===== src/rtl/fifo_rd_arb.sv =====
// fifo_rd_arb: round-robin arbiter sharing the read port of one async FIFO
// among NREQ consumers in the rclk domain. The granted requester receives
// bursts of up to MAXBURST words through one registered output stage.
module fifo_rd_arb #(
  parameter int DSIZE    = 32,
  parameter int NREQ     = 4,
  parameter int MAXBURST = 8
) (
  input  logic             rclk,
  input  logic             rrst_n,
  input  logic             fifo_rempty,
  input  logic [DSIZE-1:0] fifo_rdata,
  output logic             fifo_rinc,
  input  logic [NREQ-1:0]  req,
  input  logic [NREQ-1:0]  out_ready,
  output logic [NREQ-1:0]  out_valid,
  output logic [DSIZE-1:0] out_data,
  output logic [NREQ-1:0]  grant,
  output logic             busy
);

  localparam int GW = (NREQ > 1) ? $clog2(NREQ) : 1;
  localparam int CW = $clog2(MAXBURST + 1);

  typedef enum logic [1:0] {
    IDLE  = 2'd0,
    BURST = 2'd1,
    DRAIN = 2'd2
  } state_t;

  state_t           state_reg;
  logic [NREQ-1:0]  grant_reg;
  logic [GW-1:0]    g_reg;
  logic [GW-1:0]    last_reg;
  logic [CW-1:0]    cnt_reg;
  logic             ov_reg;
  logic [DSIZE-1:0] out_data_reg;

  logic [NREQ-1:0]  g_hot;
  logic [NREQ-1:0]  pick_hot;
  logic             pick_valid;
  logic [GW-1:0]    pick_idx;
  logic [GW-1:0]    rr_cand;
  int               rr_idx;
  logic             req_g;
  logic             ready_g;
  logic             pop;
  logic [CW-1:0]    cnt_next;
  logic             burst_done;

  // Decode the owner index and the round-robin pick into one-hot vectors
  genvar gi;
  generate
    for (gi = 0; gi < NREQ; gi++) begin : g_decode
      assign g_hot[gi]    = (g_reg == GW'(gi));
      assign pick_hot[gi] = (pick_idx == GW'(gi));
    end
  endgenerate

  // Only the owner's request/ready matter; other ready bits are ignored
  assign req_g   = |(req & g_hot);
  assign ready_g = |(out_ready & g_hot);

  // Pop only from registered state, the empty flag and the owner's handshake
  // so there is never a path from fifo_rdata to fifo_rinc.
  assign pop       = (state_reg == BURST) & req_g & ~fifo_rempty & (~ov_reg | ready_g);
  assign fifo_rinc = pop;

  assign cnt_next   = cnt_reg + CW'(1);
  assign burst_done = (cnt_next == CW'(MAXBURST));

  assign out_valid = ov_reg ? g_hot : '0;
  assign out_data  = out_data_reg;
  assign grant     = grant_reg;
  assign busy      = (state_reg != IDLE);

  // Round-robin search: first set req bit from (last+1) upward with wrap
  always_comb begin
    pick_valid = 1'b0;
    pick_idx   = '0;
    rr_idx     = 0;
    rr_cand    = '0;
    for (int k = 1; k <= NREQ; k++) begin
      rr_idx = int'(last_reg) + k;
      if (rr_idx >= NREQ) rr_idx = rr_idx - NREQ;
      rr_cand = GW'(rr_idx);
      if (!pick_valid && req[rr_cand]) begin
        pick_valid = 1'b1;
        pick_idx   = rr_cand;
      end
    end
  end

  // Arbitration FSM with the registered output stage
  always_ff @(posedge rclk or negedge rrst_n) begin
    if (!rrst_n) begin
      state_reg    <= IDLE;
      grant_reg    <= '0;
      g_reg        <= '0;
      last_reg     <= GW'(NREQ - 1);
      cnt_reg      <= '0;
      ov_reg       <= 1'b0;
      out_data_reg <= '0;
    end else begin
      case (state_reg)
        IDLE: begin
          if (pick_valid) begin
            grant_reg <= pick_hot;
            g_reg     <= pick_idx;
            cnt_reg   <= '0;
            state_reg <= BURST;
          end
        end
        BURST: begin
          if (pop) begin
            out_data_reg <= fifo_rdata;
            ov_reg       <= 1'b1;
            cnt_reg      <= cnt_next;
            if (burst_done) state_reg <= DRAIN;
          end else begin
            if (ready_g) ov_reg <= 1'b0;
            // An empty FIFO with the request still up keeps the grant
            if (!req_g) state_reg <= DRAIN;
          end
        end
        DRAIN: begin
          // Wait for the owner to take the last word before releasing
          if (!ov_reg || ready_g) begin
            ov_reg    <= 1'b0;
            last_reg  <= g_reg;
            grant_reg <= '0;
            state_reg <= IDLE;
          end
        end
        default: begin
          state_reg <= IDLE;
          grant_reg <= '0;
          ov_reg    <= 1'b0;
        end
      endcase
    end
  end

endmodule


===== config.mk =====
export PLATFORM = sky130hd
export DESIGN_NAME = fifo_rd_arb
export DESIGN_NICKNAME = d
export VERILOG_FILES = /design/src/rtl/fifo_rd_arb.sv
export SDC_FILE = /design/constraint.sdc
export NUM_CORES = 1
export LEC_CHECK = 0
export ABC_AREA = 1
export CAP_MARGIN = 15
export CORE_ASPECT_RATIO = 0.5
export CORE_UTILIZATION = 41
export CTS_BUF_LIST = sky130_fd_sc_hd__clkbuf_2 sky130_fd_sc_hd__clkbuf_4 sky130_fd_sc_hd__clkbuf_8
export DETAILED_ROUTE_END_ITERATION = 6
export GPL_TIMING_DRIVEN = 0
export PLACE_DENSITY_LB_ADDON = 0.25
export SLEW_MARGIN = 10
export SYNTH_ARGS = -nofsm -noshare
export SYNTH_HDL_FRONTEND = slang
export SYNTH_SLANG_ARGS = --single-unit

===== constraint.sdc =====
create_clock -name rclk -period 1.8 [get_ports rclk]
set_clock_uncertainty 0.2 [all_clocks]
set_input_delay 0.18 -clock rclk [delete_from_list [all_inputs] [get_ports rclk]]
set_output_delay 0.18 -clock rclk [all_outputs]
set_load 0.01 [all_outputs]

==> results of run 1 <==
==> cell usage in the layout, fill, tap and decap left out, drive strengths merged, types with 2 or more instances in the layout <==
master / synthesis / layout
dfrtp: 45 / 45
dlygate4sd2: 0 / 4
dfstp: 2 / 2
inv: 23 / 22
clkinv: 0 / 2
clkdlybuf4s50: 0 / 77
nand2: 168 / 169
clkbuf: 0 / 8
o21ai: 6 / 6
nand4: 3 / 3
o22ai: 2 / 2
nor2: 16 / 16
buf: 7 / 34
nand3: 19 / 19
==> final timing paths <==
check / end / start
setup / recovery: fifo_rinc / g_reg[0]$_DFFE_PN0P_
hold / removal: out_data[20]$_DFFE_PN0P_ / rrst_n
setup reg to reg: cnt_reg[3]$_DFFE_PN0P_ / last_reg[1]$_DFFE_PN1P_
hold reg to reg: out_data[9]$_DFFE_PN0P_ / out_data[9]$_DFFE_PN0P_
max in group asynchronous: last_reg[1]$_DFFE_PN1P_ / rrst_n
min in group rclk: out_data[9]$_DFFE_PN0P_ / fifo_rdata[9]
==> timing repair <==
| item | in CTS | in global routing |
|---|---|---|
| endpoints found under the setup margin | 46 | 43 |
| endpoints found under the hold margin | 45 | 0 |
| setup buffers | 13 | 9 |
| gates resized for setup | 47 | 56 |
| hold buffers | 1 | 0 |
| pin swaps | 23 | 30 |
| gates cloned | 0 | 3 |
==> metal layers <==
metal	part of all wire [%]	wire length, um	GRT usage (%)
met1	43	2880	24.7
met2	51	3410	40.2
met3	3.8	251	4.80
met4	1.6	108	5.94
met5	0	0	0
==> power by group <==
part / switching, mW / total [mW] / internal, mW / leakage [nW]
clock: 0.345 / 0.671 / 0.326 / 0.0517
combinational: 1.98 / 3.77 / 1.79 / 1.29
sequential: 0.309 / 1.81 / 1.50 / 0.597
==> layout make-up <==
class                           count  share of cell area (%)
Multi-Input combinational cell    220                    31.9
Timing Repair Buffer              110                    27.7
Buffer                              7                    2.25
Tap cell                           70                    2.28
Sequential cell                    47                    30.7
Clock buffer                        7                    2.35
Inverter                           23                    2.64
Clock inverter                      1                   0.130
==> cell families (layout without fill, tap and decap cells) <==
kind of cell | count (synthesis) | after routing | synth area share (%)
AO/OA/AOI/OAI | 9 | 9 | 2.17
flip-flops | 47 | 47 | 51.2
XOR/XNOR | 2 | 2 | 0.761
adder cells (fa/ha/maj) | 1 | 1 | 0.543
multiplexers | 1 | 1 | 0.435
AND/OR/NAND/NOR | 206 | 207 | 38.4
buffers and inverters | 30 | 148 | 6.47
==> critical path: cells and delay by family, from the launching register on <==
| family | cells | cell delay (ns) |
|---|---|---|
| flops | 1 | 0.48 |
| simple gates | 5 | 0.43 |
| buf+inv | 4 | 0.37 |
==> flow_metrics.py, run 1 <==
metrics = {
    "sta": {
        "fin_ws_ns": -0.157,
        "whs_ns": 0.0831,
        "fmax_ghz": 0.511,
        "worstMarginPinSlew_ns": 0.292,
        "relSlewSlack_pct": 80.5,
        "tns_ns": -1.37,
        "rsz0062_at_grt": "true",
        "slew_viol_final": 0,
        "finalSetupViolations": 17,
        "period_needed_ns": 1.96,
        "hold_viol": 0,
        "post-route-period-util_pct": 109,
    },
    "cts": {
        "cts_made_buffers": 5,
        "clock_sinks": 47,
        "clockRootBuffer": "clkbuf_8",
        "clkSlewWorstSetupHoldPaths_ns": 0.09,
        "clkLatencyLatePin_ns": 0.29,
        "htreeDepth": 2,
        "ctsLongestPathBuffers": 2,
        "cts_tree": "done",
    },
    "logic_synthesis": {
        "postSynthRegisterBits": 47,
        "yosysSeqAreaShare_pct": 51.2,
        "ys_async_sr_fraction_pct": 100,
        "synth_area_mm2": 0.00230,
        "syn_inst": 296,
        "ys_top_cells_by_area": "dfrtp_1 (49%), nand2_1 (25%), nand3_1 (3.9%)",
        "avgSynthCellArea_um2": 7.78,
        "yosysMostFrequentCell": "nand2_1",
        "synth_area_leader_cell": "dfrtp_1",
        "yosysWarnings": 0,
        "yosysTopAreaCellShare_pct": 48.9,
        "synth_commonest_cells": "nand2_1 (155), dfrtp_1 (45), nand3_1 (18), inv_1 (16), nor2_1 (11)",
        "synth_cell_types": 24,
        "syn_nets": 340,
        "synthFlopType": "dfrtp_1",
        "synth_edf_count": 0,
    },
    "floorplan": {
        "pin_count": 85,
        "dieArea_mm2": 0.00594,
        "die_h_um": 55.0,
        "num_rows": 18,
        "start_util_pct": 44.6,
        "design.core.area_mm2": 0.00516,
        "fp.dieW_um": 108,
    },
    "placement": {
        "routabilityCongestion": 0.827,
        "hpwl_um": 4200,
        "pre_cts_ws_ns": -0.754,
        "dp_cells": 451,
        "port_buffers": 84,
        "postPlaceCellArea_mm2": 0.00325,
    },
    "layout": {
        "final_area_mm2": 0.00384,
        "num_antenna_cells": 0,
        "largest_reg_flops": 32,
        "nets": 458,
        "areaGrowthSynthToFinish_pct": 66.7,
        "multi_input_area_mm2": 0.00122,
        "post-route-util_pct": 74.4,
        "layoutNonFillerInstCount": 485,
        "seqCellArea_mm2": 0.00118,
        "fillers": 402,
        "layout-drive-gt1-share_pct": 28.4,
    },
    "setup_path": {
        "cp-start-kind": "flip-flop",
        "critPathSlowestCell": "dfrtp_2",
        "crit_required_ns": 1.42,
        "arrival_ns": 1.58,
        "crit_fanout": 6,
        "cp_cell_sequence": "inv_4, nand3_2, nand3_2, nor2_4, nor2_4, inv_2, nor2_4, buf_8, buf_6",
        "endpoint_kind": "output pin",
        "crit_top_cell": "nor2_4",
        "critPathMaxStageDelay_ns": 0.48,
        "regToRegSetupSlack_ns": -0.14,
        "crit_type": "flip-flop to output pin",
        "reg2reg_depth": 11,
    },
    "route": {
        "first_pass_iters": 4,
        "detail_route.iter0.violations": 137,
        "drc_errors": 0,
        "route.antenna.remaining_nets": 0,
        "via_per_inst": 4.81,
        "wire_per_inst_um": 13.7,
        "vias": 2334,
        "routed_wl_um": 6660,
    },
    "global_route": {
        "antenna_found_initial": 0,
        "first_global_vias": 2200,
        "grt_pass1_wl_um": 9580,
        "grt_max_degree": 37,
        "grt_overflow": 0,
        "grt_usage_pct": 21.1,
    },
    "status": {
        "violations": "setup timing",
        "status": "complete, but fails checks",
    },
    "power": {
        "vdd_ir_drop_max_mv": 0.979,
        "fin_total_pwr_mw": 6.25,
        "power_leakage_nw": 1.94,
        "p_per_area_mw_per_mm2": 1630,
    },
    "min_path": {
        "worstHoldPathType": "primary input to asynchronous set/reset pin",
    },
    "run": {
        "drv_cap": 0,
    },
}
Power figures use the tool's default switching activity.
==> run 2, diff against run 1 <==
--- a/config.mk
+++ b/config.mk
@@ -6,6 +6,7 @@
 export NUM_CORES = 1
 export LEC_CHECK = 0
 export ABC_AREA = 1
+export ABC_CLOCK_PERIOD_IN_PS = 1800
 export CAP_MARGIN = 15
 export CORE_ASPECT_RATIO = 0.5
 export CORE_UTILIZATION = 41
==> results of run 2 <==
Final layout, timing and power as in run 1 (identical DEF).
